[src/rtl/vmem_pkg.sv]
// Shared types and default sizing for the vector memory sequencer.
// Holds the FSM state enum and lane index/byte-size constants.
package vmem_pkg;

    typedef enum logic [1:0] {
        IDLE,
        ISSUE,
        WAIT_R,
        DONE
    } vmem_state_t;

    localparam int LANES      = 4;
    localparam int DATA_W     = 32;
    localparam int ADDR_W     = 32;
    localparam int LANE_IDX_W = $clog2(LANES);
    localparam int LANE_BYTES = DATA_W / 8;

endpackage

[src/rtl/vmem_sequencer_if.sv]
// Single-port data memory bus used by the vector memory sequencer.
// master: issues per-lane requests; slave: the data memory side.
interface vmem_sequencer_if #(
    parameter int ADDR_W = 32,
    parameter int DATA_W = 32
);
    logic [ADDR_W-1:0] mem_addr;
    logic [DATA_W-1:0] mem_wdata;
    logic              mem_we;
    logic              mem_re;
    logic              mem_ready;
    logic              mem_rvalid;
    logic [DATA_W-1:0] mem_rdata;

    modport master (
        output mem_addr, mem_wdata, mem_we, mem_re,
        input  mem_ready, mem_rvalid, mem_rdata
    );

    modport slave (
        input  mem_addr, mem_wdata, mem_we, mem_re,
        output mem_ready, mem_rvalid, mem_rdata
    );
endinterface

[src/rtl/vmem_addr_gen.sv]
// Lane counter and per-lane byte address generator (wraps mod 2^ADDR_W).
// Ports: clk, reset (sync, active-low), i_clr, i_inc, i_base -> o_lane, o_last, o_addr.
module vmem_addr_gen #(
    parameter int LANES  = 4,
    parameter int DATA_W = 32,
    parameter int ADDR_W = 32
) (
    input  logic                     clk,
    input  logic                     reset,
    input  logic                     i_clr,
    input  logic                     i_inc,
    input  logic [ADDR_W-1:0]        i_base,
    output logic [$clog2(LANES)-1:0] o_lane,
    output logic                     o_last,
    output logic [ADDR_W-1:0]        o_addr
);
    localparam int IW    = $clog2(LANES);
    localparam int BYTES = DATA_W / 8;

    logic [IW-1:0]     r_lane;
    logic [ADDR_W-1:0] w_off;

    always_ff @(posedge clk) begin
        if (!reset) begin
            r_lane <= '0;
        end else if (i_clr) begin
            r_lane <= '0;
        end else if (i_inc) begin
            r_lane <= r_lane + 1'b1;
        end
    end

    // Truncation to ADDR_W gives the required address wrap-around.
    assign w_off  = ADDR_W'(r_lane) * ADDR_W'(BYTES);
    assign o_addr = i_base + w_off;
    assign o_lane = r_lane;
    assign o_last = (r_lane == IW'(LANES - 1));
endmodule

[src/rtl/vmem_sequencer.sv]
// Splits one vector load/store in M into per-lane scalar memory accesses.
// Ports: clk, reset, reqM/writeM/baseaddrM/wdataM in; bus (memory master); stall, vdone, rdataW out.
module vmem_sequencer
    import vmem_pkg::*;
#(
    parameter int LANES  = vmem_pkg::LANES,
    parameter int DATA_W = vmem_pkg::DATA_W,
    parameter int ADDR_W = vmem_pkg::ADDR_W
) (
    input  logic                    clk,
    input  logic                    reset,
    input  logic                    reqM,
    input  logic                    writeM,
    input  logic [ADDR_W-1:0]       baseaddrM,
    input  logic [LANES*DATA_W-1:0] wdataM,
    vmem_sequencer_if.master        bus,
    output logic                    stall,
    output logic                    vdone,
    output logic [LANES*DATA_W-1:0] rdataW
);
    localparam int IW = $clog2(LANES);

    vmem_state_t             r_state;
    vmem_state_t             w_next;
    logic [ADDR_W-1:0]       r_base;
    logic [LANES*DATA_W-1:0] r_wdata;
    logic                    r_write;
    logic [LANES*DATA_W-1:0] r_rdata;

    logic              w_stall;
    logic              w_we;
    logic              w_re;
    logic              w_vdone;
    logic              w_clr;
    logic              w_inc;
    logic              w_cap;
    logic [IW-1:0]     w_lane;
    logic              w_last;
    logic [ADDR_W-1:0] w_addr;

    vmem_addr_gen #(
        .LANES  (LANES),
        .DATA_W (DATA_W),
        .ADDR_W (ADDR_W)
    ) u_addr_gen (
        .clk    (clk),
        .reset  (reset),
        .i_clr  (w_clr),
        .i_inc  (w_inc),
        .i_base (r_base),
        .o_lane (w_lane),
        .o_last (w_last),
        .o_addr (w_addr)
    );

    always_ff @(posedge clk) begin
        if (!reset) begin
            r_state <= IDLE;
            r_base  <= '0;
            r_wdata <= '0;
            r_write <= 1'b0;
            r_rdata <= '0;
        end else begin
            r_state <= w_next;
            if (w_clr) begin
                r_base  <= baseaddrM;
                r_wdata <= wdataM;
                r_write <= writeM;
                r_rdata <= '0;
            end
            if (w_cap) begin
                r_rdata[int'(w_lane)*DATA_W +: DATA_W] <= bus.mem_rdata;
            end
        end
    end

    always_comb begin
        w_next  = r_state;
        w_stall = 1'b0;
        w_we    = 1'b0;
        w_re    = 1'b0;
        w_vdone = 1'b0;
        w_clr   = 1'b0;
        w_inc   = 1'b0;
        w_cap   = 1'b0;
        unique case (r_state)
            IDLE: begin
                if (reqM) begin
                    w_stall = 1'b1;
                    w_clr   = 1'b1;
                    w_next  = ISSUE;
                end
            end
            ISSUE: begin
                w_stall = 1'b1;
                w_we    = r_write;
                w_re    = !r_write;
                if (bus.mem_ready) begin
                    if (!r_write) begin
                        w_next = WAIT_R;
                    end else if (w_last) begin
                        w_next = DONE;
                    end else begin
                        w_inc = 1'b1;
                    end
                end
            end
            WAIT_R: begin
                w_stall = 1'b1;
                if (bus.mem_rvalid) begin
                    w_cap = 1'b1;
                    if (w_last) begin
                        w_next = DONE;
                    end else begin
                        w_inc  = 1'b1;
                        w_next = ISSUE;
                    end
                end
            end
            DONE: begin
                // Stall drops here so the instruction leaves M.
                w_vdone = 1'b1;
                w_next  = IDLE;
            end
            default: begin
                w_next = IDLE;
            end
        endcase
    end

    assign bus.mem_addr  = w_addr;
    assign bus.mem_wdata = r_wdata[int'(w_lane)*DATA_W +: DATA_W];
    assign bus.mem_we    = w_we;
    assign bus.mem_re    = w_re;
    assign stall         = w_stall;
    assign vdone         = w_vdone;
    assign rdataW        = r_rdata;
endmodule

[src/flat_wrapper.sv]
// flat-port wrapper written by rule: the top's interface ports become plain ports
module vmem_sequencer_flat import vmem_pkg::*;
#(
    parameter int LANES  = vmem_pkg::LANES,
    parameter int DATA_W = vmem_pkg::DATA_W,
    parameter int ADDR_W = vmem_pkg::ADDR_W
)
  (clk, reset, reqM, writeM, baseaddrM, wdataM, stall, vdone, rdataW, bus_mem_addr, bus_mem_wdata, bus_mem_we, bus_mem_re, bus_mem_ready, bus_mem_rvalid, bus_mem_rdata);
  vmem_sequencer_if #(.ADDR_W(ADDR_W), .DATA_W(DATA_W)) bus_i ();
  input  logic clk;
  input  logic reset;
  input  logic reqM;
  input  logic writeM;
  input  logic [ADDR_W-1:0] baseaddrM;
  input  logic [LANES*DATA_W-1:0] wdataM;
  output logic stall;
  output logic vdone;
  output logic [LANES*DATA_W-1:0] rdataW;
  output wire logic [$bits(bus_i.mem_addr)-1:0] bus_mem_addr;
  output wire logic [$bits(bus_i.mem_wdata)-1:0] bus_mem_wdata;
  output wire logic [$bits(bus_i.mem_we)-1:0] bus_mem_we;
  output wire logic [$bits(bus_i.mem_re)-1:0] bus_mem_re;
  input wire logic [$bits(bus_i.mem_ready)-1:0] bus_mem_ready;
  input wire logic [$bits(bus_i.mem_rvalid)-1:0] bus_mem_rvalid;
  input wire logic [$bits(bus_i.mem_rdata)-1:0] bus_mem_rdata;
  assign bus_mem_addr = bus_i.mem_addr;
  assign bus_mem_wdata = bus_i.mem_wdata;
  assign bus_mem_we = bus_i.mem_we;
  assign bus_mem_re = bus_i.mem_re;
  assign bus_i.mem_ready = bus_mem_ready;
  assign bus_i.mem_rvalid = bus_mem_rvalid;
  assign bus_i.mem_rdata = bus_mem_rdata;
  vmem_sequencer #(.LANES(LANES), .DATA_W(DATA_W), .ADDR_W(ADDR_W)) u_core (.clk(clk), .reset(reset), .reqM(reqM), .writeM(writeM), .baseaddrM(baseaddrM), .wdataM(wdataM), .bus(bus_i), .stall(stall), .vdone(vdone), .rdataW(rdataW));
endmodule
[config.mk]
export PLATFORM = sky130hd
export DESIGN_NAME = vmem_sequencer_flat
export DESIGN_NICKNAME = d
export VERILOG_FILES = /design/src/rtl/vmem_pkg.sv /design/src/rtl/vmem_sequencer_if.sv /design/src/rtl/vmem_addr_gen.sv /design/src/rtl/vmem_sequencer.sv /design/src/flat_wrapper.sv
export SDC_FILE = /design/constraint.sdc
export NUM_CORES = 1
export LEC_CHECK = 0
export BUFFER_PORTS_ARGS = -buffer_cell sky130_fd_sc_hd__buf_4
export CAP_MARGIN = 20
export CORE_ASPECT_RATIO = 1.75
export CORE_UTILIZATION = 45
export DETAILED_ROUTE_END_ITERATION = 10
export GPL_ROUTABILITY_DRIVEN = 0
export PLACE_DENSITY = 0.7
export SLEW_MARGIN = 20
export SYNTH_ARGS = -nofsm -noshare
export SYNTH_HDL_FRONTEND = slang
export SYNTH_SLANG_ARGS = --single-unit
[constraint.sdc]
create_clock -name clk -period 3.1 [get_ports clk]
set_input_delay 0.31 -clock clk [delete_from_list [all_inputs] [get_ports clk]]
set_output_delay 0.31 -clock clk [all_outputs]
set_load 0.01 [all_outputs]
# Word level (Yosys, flattened, before mapping)
# Index checks and enable logic that the tools add are counted.
[op_classes]
add_sub_neg = 3
eq_ne = 8
n_shift = 3
muxes = 24
bitwise_logic = 1
n_reduce_logical = 5
[ops]
columns = ["operator", "n"]
rows = [
  ["$mux 128", 3],
  ["$bwmux 128", 1],
  ["$shift 32x33->128 const A", 1],
  ["$shiftx 128x8->32", 1],
  ["$shiftx 32x33->128", 1],
  ["$neg 7->33", 1],
  ["$add 32x4->32", 1],
  ["$mux 2", 6],
  ["$mux 1", 11],
  ["$pmux 2 s4", 1],
  ["$eq 2x2->1 const B", 3],
  ["$ne 2x2->1 const B", 3],
  ["$pmux 1 s2", 2],
  ["$reduce_and 4->1", 1],
  ["$reduce_or 2->1", 2],
  ["$ne 3x3->1 const B", 1],
  ["$add 2x1->2 const B", 1],
  ["$eq 2x1->1 const B", 1],
  ["$logic_not 2->1", 1],
  ["$logic_not 1->1", 1],
  ["$not 1->1", 1],
]
[word_totals]
regBits = 293
input_bits = 198
out_inout_bits = 196
wordCells = 50

# Depth between registers and ports, before layout
# Gate-level depths: netlist of the first run.
[depth]
depth_word = 6
ltp_mapped = 10
depth_no_buf = 6

# Modules after synthesis
# From an unflattened synthesis of the first run, not the netlist that was laid out.
[hier_totals]
cells_unflattened = 1241
hier_area_um2 = 11497.3
[by_module_without_submodules]
columns = ["module", "instances", "cells_per_inst", "area_each_um2", "seq_area_each_um2"]
rows = [
  ["vmem_sequencer", 1, 1152, 10786.6, 5825.6],
  ["vmem_addr_gen", 1, 89, 710.7, 40.0],
]

# Worst setup path after synthesis of the first run
# OpenSTA, ideal clock, no wires.
[synth_path]
kind = "reg-to-reg"
from = "reg u_core.u_addr_gen.r_lane[1] (netlist: u_core.u_addr_gen.o_lane[1])"
to = "reg u_core.r_rdata[100] (netlist: u_core.rdataW[100])"
setup_time_ns = 0.065
arrival_ns = 2.418
required_time_ns = 3.035
setup_slack_ns = 0.617
path_stages_with_launch = 11
n_path_buf = 4
synth_period_minus_slack_ns = 2.483
cell_sequence = "dfxtp_1 -> clkbuf_1 -> clkbuf_1 -> inv_1 -> ha_1 -> nor4b_1 -> and3_1 -> clkbuf_1 -> buf_2 -> a22oi_1 -> nor2b_1"
[synth_via]
elab_chain_len = 4
word_cells_on_any_way = 5
cone_classes = "add/sub: 1; shift: 2; mux: 2"
[synth_lines]
columns = ["item", "line_no", "text"]
rows = [
  ["start, declared", "vmem_addr_gen.sv:20", "logic [IW-1:0] r_lane;"],
  ["start signal, assigned", "vmem_addr_gen.sv:29", "r_lane <= r_lane + 1'b1;"],
  ["$neg 7->33 *", "vmem_sequencer.sv:72", "r_rdata[int'(w_lane)*DATA_W +: DATA_W] <= bus.mem_rdata;"],
  ["$shiftx 32x33->128 or $shift 32x33->128 (tied branches)", "vmem_sequencer.sv:72", ""],
  ["$bwmux 128 *", "vmem_sequencer.sv:72", ""],
  ["$mux 128 *", "vmem_sequencer.sv:71", "if (w_cap) begin"],
  ["end signal, assigned by index", "vmem_sequencer.sv:72", ""],
  ["end, declared", "vmem_sequencer.sv:28", "logic [LANES*DATA_W-1:0] r_rdata;"],
]
# Mark *: on every way between the ends. The rest lies on a longest branch, timed or not.
# A chain may end at the register's enable or synchronous reset.

# Final worst setup path of the first run
[layout_path]
from = "reg u_core.u_addr_gen.r_lane[1] (netlist: u_core.u_addr_gen.o_lane[1])"
to = "out bus_mem_addr[27]"
[layout_via]
elab_chain_len = 1
[layout_lines]
columns = ["item", "line_no", "text"]
rows = [
  ["$add 32x4->32", "vmem_addr_gen.sv:35", "assign o_addr = i_base + w_off;"],
  ["end, declared", "flat_wrapper.sv:19", "output wire logic [$bits(bus_i.mem_addr)-1:0] bus_mem_addr;"],
]
# No other way between the ends.

==> metrics.log, run 1 <==
[metrics] endpoint of the lowest-slack register-to-register path: u_core.r_state[1]
[metrics] category of the worst setup path capture point: output pin
[metrics] setup clock skew after layout: 0.0181 ns
[metrics] number of storage elements in the synthesis netlist: slightly below 300
[metrics] launch point of the worst path: u_core.u_addr_gen.o_lane[1]
[metrics] synthesized netlist cell count: 1239
[metrics] clock root buffer master: sky130_fd_sc_hd__clkbuf_16
[metrics] Clock Sinks: ~290
[metrics] starting utilization of the core area: 45.8%
[metrics] via count of the first global-routing pass: approximately 10000
[metrics] setup TNS: 0 ns
[metrics] CTS tree: done
[metrics] Post-Syn Area per Cell: 9.56 um^2
[metrics] Worst Tran Pin Value: about 0.8 ns
[metrics] HPWL after detailed placement: between 20 and 25 mm
[metrics] Worst VDD drop: ~530 uV
[metrics] final routed wire length divided by cell count: 17.6 um
[metrics] via count of the routed design: roughly 11000
[metrics] number of buffers inserted to repair setup after CTS: 0
[metrics] global route overflow: 0
[metrics] floorplan die width: ~120 um
[metrics] total number of nets in the final design: approximately 1900
[metrics] routed wire length: about 36 mm
[metrics] cell area after synthesis: approximately 12000 um^2
[metrics] H-tree Lvls: 1
[metrics] total CTS buffers: 28
[metrics] Max Buffers Root-to-Sink: 3
[metrics] GRT Util Overall: about a quarter
[metrics] critical-path maximum fanout: 9
[metrics] synthesis warning total: 0
[metrics] die height: about 220 um
[metrics] hold violation count in the final report: 0
[metrics] Syn Nets: around 1500
[metrics] global-route wire length before repair: 55.2 mm
[metrics] Remaining DRCs: 0
[metrics] overall die area: between 20000 and 30000 um^2
[metrics] DRC violation total after the first TritonRoute iteration: about 560
[metrics] min Tclk post-route: ~2.9 ns
[metrics] number of synthesized flops with an enable pin: 0
[metrics] power consumption: about 11 mW
[metrics] critical path start-end classification: register to output pin
[metrics] path category of the worst min-delay check: input pin to register
[metrics] Period Utilization, post-route: about 92%
[metrics] slack of the worst reg-to-reg path: 0.84 ns
[metrics] relative slew slack: ~47%
[metrics] Final setup violation count: 0
[metrics] number of antenna-violating nets in the routed design: 0
[metrics] count of pins on the block boundary: 394
[metrics] highest achievable clock rate: ~0.35 GHz
[metrics] Worst EP required: about 2.8 ns
[metrics] area delta synth->final: 43.2%
[metrics] port buffer count: 393
[metrics] element type at the critical path start: register
[metrics] Primary FF master, synth: sky130_fd_sc_hd__dfxtp_1
[metrics] DR vias/cell: ~5.2
[metrics] number of max-cap violations: 0
[metrics] result of the run: complete, no violations
[metrics] multi-input gate area in the final layout: approximately 5600 um^2
[metrics] startpoint of the worst register-to-register path: u_core.u_addr_gen.o_lane[0]
[metrics] worst hold slack across all endpoints: 0.0199 ns
[metrics] number of iterations in the first detailed-routing pass: 4
[metrics] placeable core area: roughly 26000 um^2
[metrics] final slew viol count: 0
[metrics] setup repair after global routing missed its margin: no
[metrics] CTS clk-pin slew, worst paths: around 0.06 ns
[metrics] pin count of the biggest net entering global routing: 200
[metrics] antenna violations before repair: 3
[metrics] fraction of final layout cells with drive strength greater than 1: between 30% and 40%
[metrics] Fillers: 2076
[metrics] critical path data arrival time: between 2 and 3 ns
[metrics] standby leakage power: ~7.0 nW
[metrics] Netlist cell types: 36
[metrics] Std-Cell Rows: 78
[metrics] Pwr per Cell Area: 627 nW/um^2
[metrics] latest clock arrival within the worst-skew pair: approximately 0.56 ns
[metrics] async set-or-reset flop fraction in the synthesized netlist: 0%
[metrics] part of the Yosys area used for sequential elements: 49.5%
[metrics] area used by sequential logic in the layout: 5870 um^2
[metrics] destination of the critical timing path: bus_mem_addr[27]
[metrics] number of cells on the worst reg-to-reg path: 6
==> synth_stat cells (all sizes together), types with 3 or more instances <==
cell      n  area [um^2]
xnor2    17          149
a22o     64          561
nand2   335         1260
a21boi  162         1220
a22oi    64          480
a21oi     4         20.0
buf      17         87.6
inv       8         30.0
nor4      5         62.6
clkbuf   80          300
nor2     17         63.8
dfxtp   293         5870
and4      3         26.3
ha       13          163
mux4     32          721
nor2b    65          407
nand3    13         65.1
nand4     9         56.3
xor2     12          105
and2      5         31.3
==> per-layer routing <==
layer | vias up | GRT usage, % | wire [um]
li1 | 5134 | - | -
met1 | 4972 | 28.2 | 13500
met2 | 377 | 45.1 | 17900
met3 | 106 | 3.88 | 2030
met4 | 0 | 15.6 | 2140
met5 | - | 0 | 0
==> cell type report <==
type                       instances  area share [%]
sequential                       293            34.6
timing repair buffer             500            23.7
clock inverter                    19            1.59
tap                              320            2.36
inverter                           8           0.177
antenna                            3          0.0443
clock buffer                      33            4.48
multi-input combinational        841            33.0
==> what timing repair did <==
action / in CTS / in global routing
hold endpoints to repair: 119 / 0
endpoints found under the setup margin: 0 / 7
hold buffers: 92 / 0
resized for setup: 0 / 1
==> state kept, by name, indices dropped and copies added, names as in the netlist <==
name	flops
u_core.r_base	32
u_core.rdataW	128
u_core.r_write	1
u_core.r_wdata	128
u_core.r_state	2
u_core.u_addr_gen.o_lane	2
==> where the power goes <==
group,switching (mW),internal (mW),leakage (nW)
Clock,1.51,2.26,0.507
Combinational,1.40,1.04,4.14
Sequential,0.256,4.16,2.39
==> cell usage in the layout (no fill, tap or decap), drive strengths merged, types with 5 or more instances in the layout <==
master / count
buf: 408
nand2: 335
dfxtp: 293
a21boi: 162
dlygate4sd3: 92
nor2b: 65
a22o: 64
a22oi: 64
clkbuf: 33
mux4: 32
xnor2: 17
nor2: 17
nand3: 13
ha: 13
xor2: 12
inv: 10
nand4: 9
clkinv: 9
bufinv: 6
and2: 5
nor4: 5
==> logic make-up after synthesis <==
kind of cell / Yosys count / share of synthesized area, %
simple gates: 464 / 17.4
compound gates: 301 / 19.7
flops: 293 / 49.5
buf+inv: 105 / 3.53
mux: 33 / 6.17
xor+xnor: 29 / 2.14
fa+ha+maj: 14 / 1.54
==> worst min-delay path by stage <==
stage                              startpoint                  end  depth (start not counted)
after global placement    u_core.r_wdata[114]  u_core.r_wdata[114]                          2
after global routing             baseaddrM[8]     u_core.r_base[8]                          3
final                              wdataM[54]   u_core.r_wdata[54]                          3
after floorplan              bus_mem_rdata[0]     u_core.rdataW[0]                          1
after CTS                         wdataM[115]  u_core.r_wdata[115]                          3
after detailed placement   u_core.r_wdata[88]   u_core.r_wdata[88]                          2
==> worst max-delay path, cell delays in order, from the launching register on <==
cell and delay, ns:
sky130_fd_sc_hd__dfxtp_2 0.34, sky130_fd_sc_hd__ha_1 0.29, sky130_fd_sc_hd__a21oi_1 0.08, sky130_fd_sc_hd__or4_1 0.73
sky130_fd_sc_hd__nor4_2 0.25, sky130_fd_sc_hd__xor2_1 0.17, sky130_fd_sc_hd__buf_4 0.14
==> stage by stage <==
| stage | utilization, % | cell area (um^2) | std cells | setup slack (ns) |
|---|---|---|---|---|
| after detailed placement | 58.0 | 15000 | 1870 | 0.699 |
| after global placement | 58.0 | 15000 | 1870 | 0.763 |
| after global routing | 65.6 | 17000 | 2017 | 0.0882 |
| after CTS | 65.5 | 16900 | 2014 | 0.0935 |
| final | 65.6 | 17000 | 2017 | 0.235 |
| after floorplan | - | 11800 | 1239 | 0.617 |
(Power assumes the default switching activity.)
==> inputs of run 2 (changes only) <==
==> constraint.sdc (replaced) <==
create_clock -name clk -period 3.1 [get_ports clk]
set_input_delay 0.155 -clock clk [delete_from_list [all_inputs] [get_ports clk]]
set_output_delay 0.155 -clock clk [all_outputs]
set_load 0.01 [all_outputs]
==> run 2 against run 1 <==
  * Wire length rose by 7.7%
  * Critical path depth did not move
  * Clock power fell by 2%
  * Die area did not move
  * Critical path type unchanged
==> metrics.log, run 2 (synthesis results as in run 1) <==
[metrics] Remaining DRCs: 0 (unchanged)
[metrics] category of the worst setup path capture point: output pin (unchanged)
[metrics] power consumption: 10.7 mW (was 10.6 mW)
[metrics] standby leakage power: 7.44 nW (was 7.03 nW)
[metrics] hold violation count in the final report: 0 (unchanged)
[metrics] Bufs and invs on worst path: 1 (unchanged)
[metrics] number of iterations in the first detailed-routing pass: 5 (was 4)
[metrics] count of pins on the block boundary: 394 (unchanged)
[metrics] Critical Path, Cell by Cell: ha_1, a21oi_1, or4_1, nor4_2, xor2_1, buf_4 (unchanged)
[metrics] Worst Tran Pin Value: 0.783 ns (was 0.800 ns)
[metrics] number of buffers inserted to repair setup after CTS: 0 (unchanged)
[metrics] Pwr per Cell Area: 597 nW/um^2 (was 627 nW/um^2)
[metrics] Period Utilization, post-route: 91.9% (was 92.4%)
[metrics] dominant delay contributor by cell family on the critical path: simple AND/OR/NAND/NOR gates (unchanged)
[metrics] die height: 217 um (unchanged)
[metrics] fraction of final layout cells with drive strength greater than 1: 28.0% (was 30.0%)
[metrics] Global Route met2 Usage: 49.5% (was 45.1%)
[metrics] post-placement setup slack: 0.831 ns (was 0.699 ns)
[metrics] overall die area: 27000 um^2 (unchanged)
[metrics] Worst path max stage delay: 0.76 ns (was 0.73 ns)
[metrics] setup repair after global routing missed its margin: no (unchanged)
[metrics] Worst VDD drop: 537 uV (was 531 uV)
[metrics] DRC violation total after the first TritonRoute iteration: 583 (was 557)
[metrics] GRT Util Overall: 27.6% (was 25.4%)
[metrics] number of antenna-violating nets in the routed design: 0 (unchanged)
[metrics] final slew viol count: 0 (unchanged)
[metrics] area delta synth->final: 51.5% (was 43.2%)
[metrics] critical-path maximum fanout: 9 (unchanged)
[metrics] HPWL after detailed placement: 23.7 mm (was 23.4 mm)
[metrics] final routed wire length divided by cell count: 18.1 um (was 17.6 um)
[metrics] starting utilization of the core area: 45.8% (unchanged)
[metrics] element type at the critical path start: register (unchanged)
[metrics] number of max-cap violations: 0 (unchanged)
[metrics] critical path start-end classification: register to output pin (unchanged)
[metrics] H-tree Lvls: 1 (unchanged)
[metrics] result of the run: complete, no violations (unchanged)
[metrics] clock root buffer master: sky130_fd_sc_hd__clkbuf_16 (unchanged)
[metrics] global route overflow: 0 (unchanged)
[metrics] met3 Track Usage GR: 4.86% (was 3.88%)
[metrics] min Tclk post-route: 2.85 ns (was 2.86 ns)
[metrics] setup clock skew after layout: 0.0102 ns (was 0.0181 ns)
[metrics] pin count of the biggest net entering global routing: 179 (was 200)
[metrics] global-route wire length before repair: 60.0 mm (was 55.2 mm)
[metrics] via count of the first global-routing pass: 11400 (was 10400)
[metrics] CTS tree: done (unchanged)
[metrics] antenna violations before repair: 3 (unchanged)
[metrics] final worst slack: 0.250 ns (was 0.235 ns)
[metrics] floorplan die width: 125 um (unchanged)
[metrics] commonest non-fill, non-tap cell in the layout: sky130_fd_sc_hd__buf_4 (unchanged)
[metrics] via count of the routed design: 11300 (was 10600)
[metrics] setup TNS: 0 ns (unchanged)
[metrics] highest achievable clock rate: 0.351 GHz (was 0.349 GHz)
[metrics] slack of the worst reg-to-reg path: 0.84 ns (about the same)
[metrics] DR vias/cell: 5.32 (was 5.25)
[metrics] Max Buffers Root-to-Sink: 3 (unchanged)
[metrics] critical path data arrival time: 2.70 ns (was 2.55 ns)
[metrics] port buffer count: 393 (unchanged)
[metrics] CTS clk-pin slew, worst paths: 0.06 ns (about the same)
[metrics] latest clock arrival within the worst-skew pair: 0.54 ns (was 0.56 ns)
[metrics] path category of the worst min-delay check: input pin to register (unchanged)
[metrics] placeable core area: 25900 um^2 (unchanged)
[metrics] routed wire length: 38.3 mm (was 35.6 mm)
[metrics] total number of nets in the final design: 1984 (was 1884)
[metrics] final core utilization: 69.4% (was 65.6%)
[metrics] Clock Sinks: 293 (unchanged)
[metrics] most used cells in the layout excluding fill and tap cells: sky130_fd_sc_hd__buf_4, sky130_fd_sc_hd__nand2_1, sky130_fd_sc_hd__dfxtp_1, sky130_fd_sc_hd__dlygate4sd3_1, sky130_fd_sc_hd__a21boi_0 (was sky130_fd_sc_hd__buf_4, sky130_fd_sc_hd__nand2_1, sky130_fd_sc_hd__dfxtp_1, sky130_fd_sc_hd__a21boi_0, sky130_fd_sc_hd__dlygate4sd3_1)
[metrics] Final setup violation count: 0 (unchanged)
[metrics] GRT met1 Usage: 30.0% (was 28.2%)
[metrics] total CTS buffers: 28 (unchanged)
[metrics] Worst EP required: 2.94 ns (was 2.79 ns)
[metrics] Worst path slowest cell: sky130_fd_sc_hd__or4_1 (unchanged)
[metrics] relative slew slack: 47.8% (was 46.7%)
[metrics] busiest grt layer: met2 (unchanged)
[metrics] Std-Cell Rows: 78 (unchanged)
-- run 2: metrics by stage --
stage	hold WS [ns]	std cells	cell area [um^2]
floorplan	0.281	1239	11800
global placement	0.399	1869	15000
detailed placement	0.402	1869	15000
CTS	0.0925	2113	17900
global route	0.121	2116	17900
finish	0.116	2117	17900
-- run 2: timing repair --
action | CTS | global route
setup endpoints to repair | 0 | 2
resized for setup | 0 | 1
endpoints found under the hold margin | 289 | 0
hold buffers | 193 | 0
-- run 2: final timing paths --
path              cells past startpoint                  to                        start
hold / removal                        4    u_core.r_base[7]                         reqM
setup / recovery                      6    bus_mem_addr[31]  u_core.u_addr_gen.o_lane[1]
hold reg to reg                       2  u_core.r_wdata[27]           u_core.r_wdata[27]
setup reg to reg                      6  u_core.r_wdata[50]            u_core.r_state[1]
-- run 2: tightest hold or removal path, cell delays in order --
cell and delay [ns]:
sky130_fd_sc_hd__buf_4 0.10, sky130_fd_sc_hd__nand2_4 0.17, sky130_fd_sc_hd__nand2_1 0.11, sky130_fd_sc_hd__a21boi_0 0.06
-- run 2: cell type report --
| type | count | area (um^2) |
|---|---|---|
| timing repair buffer | 600 | 5020 |
| inverter | 8 | 30.0 |
| clock inverter | 9 | 149 |
| antenna | 4 | 10.0 |
| sequential | 293 | 5870 |
| fill | 1893 | 7920 |
| clock buffer | 42 | 856 |
| multi-input combinational | 841 | 5600 |
| tap | 320 | 400 |
-- run 2: report_power, final --
group | internal, mW | switching, mW | total, mW | leakage, nW
Clock | 2.24 | 1.44 | 3.68 | 0.497
Combinational | 1.12 | 1.47 | 2.60 | 4.56
Sequential | 4.17 | 0.267 | 4.43 | 2.39
Total | 7.53 | 3.18 | 10.7 | 7.44
-- run 2: layer usage --
metal / vias to the layer above / part of all wire [%]
li1: 5339 / -
met1: 5315 / 37
met2: 456 / 51
met3: 150 / 5.9
met4: 0 / 6.1
met5: - / 0
==> inputs of run 3 (changes only) <==
--- a/config.mk
+++ b/config.mk
@@ -11,8 +11,9 @@
 export CORE_UTILIZATION = 45
 export DETAILED_ROUTE_END_ITERATION = 10
 export GPL_ROUTABILITY_DRIVEN = 0
-export PLACE_DENSITY = 0.7
+export PLACE_DENSITY = 0.71
 export SLEW_MARGIN = 20
 export SYNTH_ARGS = -nofsm -noshare
 export SYNTH_HDL_FRONTEND = slang
+export SYNTH_HIERARCHICAL = 1
 export SYNTH_SLANG_ARGS = --single-unit
==> constraint.sdc (replaced) <==
create_clock -name clk -period 3.5 [get_ports clk]
set_input_delay 0.175 -clock clk [delete_from_list [all_inputs] [get_ports clk]]
set_output_delay 0.175 -clock clk [all_outputs]
set_load 0.01 [all_outputs]
==> run 3 against run 2 <==
  * Clock power shrank 14%
  * Sequential power shrank 12%
  * Area after synthesis shrank 2.9%
  * Hold slack gained 0.044 ns
  * Worst setup slack gained 0.14 ns
  * Wire length shrank 0.57%
  * Non-clock buffer count shrank 1
  * Critical path depth grew 1
  * Cell count shrank 0.28%
  * Global-route usage grew 0.32 points
  * Core utilization is essentially flat
  * Critical path type unchanged
==> metrics.log, run 3 <==
[metrics] result of the run: complete, no violations (unchanged)
[metrics] Post-Syn Area per Cell: 9.26 um^2 (was 9.56 um^2)
[metrics] GRT Util Overall: 27.9% (was 27.6%)
[metrics] Clock Sinks: 293 (unchanged)
[metrics] proportion of synthesized area in mux cells: 6.36% (was 6.17%)
[metrics] HPWL after detailed placement: 24.1 mm (was 23.7 mm)
[metrics] critical-path maximum fanout: 16 (was 9)
[metrics] Worst EP required: 3.32 ns (was 2.94 ns)
[metrics] via count of the routed design: 11300 (about the same)
[metrics] CTS clk-pin slew, worst paths: 0.07 ns (was 0.06 ns)
[metrics] dominant delay contributor by cell family on the critical path: simple AND/OR/NAND/NOR gates (unchanged)
[metrics] post-placement setup slack: 0.924 ns (was 0.831 ns)
[metrics] Netlist cell types: 43 (was 36)
[metrics] Max Buffers Root-to-Sink: 3 (unchanged)
[metrics] area delta synth->final: 51.7% (was 51.5%)
[metrics] latest clock arrival within the worst-skew pair: 0.54 ns (about the same)
[metrics] worst hold path cell count: 4 (unchanged)
[metrics] number of storage elements in the synthesis netlist: 293 (unchanged)
[metrics] number of iterations in the first detailed-routing pass: 5 (unchanged)
[metrics] DR vias/cell: 5.37 (was 5.32)
[metrics] worst hold slack across all endpoints: 0.160 ns (was 0.116 ns)
[metrics] fraction of final layout cells with drive strength greater than 1: 29.8% (was 28.0%)
[metrics] die height: 213 um (was 217 um)
[metrics] routed wire length: 38.1 mm (was 38.3 mm)
[metrics] final routed wire length divided by cell count: 18.0 um (was 18.1 um)
[metrics] largest family of logic cells by synthesized area: simple AND/OR/NAND/NOR gates (was compound AO/OA/AOI/OAI gates)
[metrics] Gates resized, CTS repair: 0 (unchanged)
[metrics] most used cells in the layout excluding fill and tap cells: sky130_fd_sc_hd__buf_4, sky130_fd_sc_hd__nand2_1, sky130_fd_sc_hd__dfxtp_1, sky130_fd_sc_hd__dlygate4sd3_1, sky130_fd_sc_hd__a21oi_1 (was sky130_fd_sc_hd__buf_4, sky130_fd_sc_hd__nand2_1, sky130_fd_sc_hd__dfxtp_1, sky130_fd_sc_hd__dlygate4sd3_1, sky130_fd_sc_hd__a21boi_0)
[metrics] xor and xnor area share after synthesis: 2.21% (was 2.14%)
[metrics] relative slew slack: 31.7% (was 47.8%)
[metrics] number of antenna-violating nets in the routed design: 0 (unchanged)
[metrics] final slew viol count: 0 (unchanged)
[metrics] count of pins on the block boundary: 394 (unchanged)
[metrics] cell area after synthesis: 11500 um^2 (was 11800 um^2)
[metrics] commonest non-fill, non-tap cell in the layout: sky130_fd_sc_hd__buf_4 (unchanged)
[metrics] Pwr per Cell Area: 538 nW/um^2 (was 597 nW/um^2)
[metrics] setup clock skew after layout: 0.00773 ns (was 0.0102 ns)
[metrics] floorplan die width: 123 um (was 125 um)
[metrics] Period Utilization, post-route: between 80% and 90%
[metrics] Stages on worst setup path: 7 (was 6)
[metrics] H-tree Lvls: 1 (unchanged)
[metrics] setup repair after global routing missed its margin: no (unchanged)
[metrics] DRC violation total after the first TritonRoute iteration: 696 (was 583)
[metrics] top area cells in the synthesized netlist: sky130_fd_sc_hd__dfxtp_1, sky130_fd_sc_hd__nand2_1, sky130_fd_sc_hd__a21oi_1 (was sky130_fd_sc_hd__dfxtp_1, sky130_fd_sc_hd__nand2_1, sky130_fd_sc_hd__a21boi_0)
[metrics] final worst slack: 0.387 ns (was 0.250 ns)
[metrics] critical path start-end classification: register to output pin (unchanged)
[metrics] Critical Path, Cell by Cell: ha_1, fa_1, inv_1, nor4_4, nand3_1, xnor2_1, buf_4 (was ha_1, a21oi_1, or4_1, nor4_2, xor2_1, buf_4)
[metrics] critical path data arrival time: 2.94 ns (was 2.70 ns)
[metrics] global-route wire length before repair: 57.6 mm (was 60.0 mm)
[metrics] Worst VDD drop: 641 uV (was 537 uV)
[metrics] CTS tree: done (unchanged)
[metrics] adder-cell share of the synthesized area: 1.59% (was 1.54%)
[metrics] largest area contributor in the netlist: sky130_fd_sc_hd__dfxtp_1 (unchanged)
[metrics] number of synthesized flops with an enable pin: 0 (unchanged)
[metrics] number of cells on the worst reg-to-reg path: 7 (was 6)
[metrics] pin count of the biggest net entering global routing: 136 (was 179)
[metrics] total number of nets in the final design: 1985 (was 1984)
[metrics] placeable core area: 25100 um^2 (was 25900 um^2)
[metrics] part of the Yosys area used for sequential elements: 51.0% (was 49.5%)
[metrics] Fillers: 1865 (was 1893)
[metrics] port buffer count: 393 (unchanged)
[metrics] starting utilization of the core area: 45.7% (was 45.8%)
[metrics] list of most frequent post-synthesis cells: sky130_fd_sc_hd__nand2_1, sky130_fd_sc_hd__dfxtp_1, sky130_fd_sc_hd__a21oi_1 (was sky130_fd_sc_hd__nand2_1, sky130_fd_sc_hd__dfxtp_1, sky130_fd_sc_hd__a21boi_0)
[metrics] post-synthesis compound-gate area fraction: 17.1% (was 19.7%)
[metrics] setup TNS: 0 ns (unchanged)
[metrics] standby leakage power: 7.40 nW (was 7.44 nW)
[metrics] async set-or-reset flop fraction in the synthesized netlist: 0% (unchanged)
[metrics] element type at the critical path start: register (unchanged)
[metrics] Worst path max stage delay: 0.63 ns (was 0.76 ns)
[metrics] Std-Cell Rows: 77 (was 78)
[metrics] hold violation count in the final report: 0 (unchanged)
[metrics] Final setup violation count: 0 (unchanged)
[metrics] synthesis warning total: 6 (was 0)
[metrics] Bufs and invs on worst path: 2 (was 1)
[metrics] number of max-cap violations: 0 (unchanged)
[metrics] category of the worst setup path capture point: output pin (unchanged)
[metrics] clock root buffer master: sky130_fd_sc_hd__clkbuf_16 (unchanged)
[metrics] path category of the worst min-delay check: input pin to register (unchanged)
[metrics] Remaining DRCs: 0 (unchanged)
[metrics] highest achievable clock rate: roughly 0.32 GHz
[metrics] total CTS buffers: 27 (was 28)
[metrics] fraction of the mapped netlist area in simple logic gates: 17.4% (about the same)
[metrics] overall die area: 26200 um^2 (was 27000 um^2)
[metrics] Primary FF master, synth: sky130_fd_sc_hd__dfxtp_1 (unchanged)
[metrics] top-area cell type share of the netlist area: 51.0% (was 49.5%)
[metrics] cell with the most instances after synthesis: sky130_fd_sc_hd__nand2_1 (unchanged)
[metrics] Syn Nets: 1453 (was 1451)
[metrics] via count of the first global-routing pass: 11400 (about the same)
[metrics] antenna violations before repair: 0 (was 3)
[metrics] Worst path slowest cell: sky130_fd_sc_hd__nor4_4 (was sky130_fd_sc_hd__or4_1)
[metrics] synthesized netlist cell count: 1241 (was 1239)
[metrics] min Tclk post-route: a little over 3 ns
[metrics] Worst Tran Pin Value: 1.02 ns (was 0.783 ns)
[metrics] global route overflow: 0 (unchanged)
## run 3: changes by cell type after synthesis, moves of 29 or more
cell	change
sky130_fd_sc_hd__clkbuf_1	-35
sky130_fd_sc_hd__nor2_1	+59
sky130_fd_sc_hd__nor2b_1	-63
sky130_fd_sc_hd__a22o_1	-33
sky130_fd_sc_hd__a22o_2	+29
sky130_fd_sc_hd__a21boi_0	-161
sky130_fd_sc_hd__a21oi_1	+163
## run 3: tightest hold or removal path, cell delays in order
cell and delay, ns:
sky130_fd_sc_hd__buf_4 0.10, sky130_fd_sc_hd__a21boi_0 0.10, sky130_fd_sc_hd__o21ai_0 0.19, sky130_fd_sc_hd__a31oi_1 0.08
## run 3: final cells by class
type,instances,area (um^2),share of cell area [%]
Inverter,10,45.0,0.258
Clock inverter,9,120,0.689
Antenna cell,3,7.51,0.0430
Tap cell,316,395,2.27
Sequential cell,293,5870,33.7
Multi-Input combinational cell,842,5160,29.6
Timing Repair Buffer,599,5010,28.7
Clock buffer,39,842,4.83
## run 3: worst paths after layout
kind	slack [ns]	end	from
max	0.39	bus_mem_addr[26]	u_core/u_addr_gen/o_lane[0]
min reg2reg	0.45	u_core/r_wdata[70]	u_core/r_wdata[70]
max reg2reg	0.97	u_core/rdataW[124]	u_core/u_addr_gen/o_lane[1]
min	0.16	u_core/r_state[1]	bus_mem_ready
## run 3: layer usage
layer / GRT usage (%) / vias to the layer above / part of all wire (%)
li1: - / 5340 / -
met1: 30.2 / 5385 / 37
met2: 50.4 / 485 / 52
met3: 5.32 / 136 / 6.6
met4: 15.2 / 0 / 5.1
met5: 0 / - / 0
## run 3: stage by stage
stage          power, mW  area, um^2  util, %  std cells
2_1_floorplan       5.27       11500        -       1241
6_report            9.39       17400     69.4       2111
4_1_cts             9.41       17400     69.3       2108
3_5_place_dp        6.08       14500     57.8       1866
5_1_grt             9.82       17400     69.3       2108
3_3_place_gp        6.02       14500     57.8       1866
## run 3: cell families (layout without fill, tap and decap cells)
family,after synthesis,count (layout)
xor gates and xnor gates,29,29
adders and majority gates,14,14
other,0,3
and+or+nand+nor,464,464
buffers and inverters,106,657
DFF,293,293
muxes,33,33
AOI/OAI and AO/OA,302,302
## run 3: where the power goes
| part | total [mW] | internal (mW) | switching (mW) |
|---|---|---|---|
| registers | 3.92 | 3.68 | 0.233 |
| logic | 2.32 | 0.974 | 1.35 |
| clock network | 3.15 | 1.88 | 1.27 |
| total | 9.39 | 6.54 | 2.85 |
## run 3: what timing repair did
action	CTS	global route
hold buffers	194	0
setup buffers	0	0
endpoints found under the hold margin	292	0
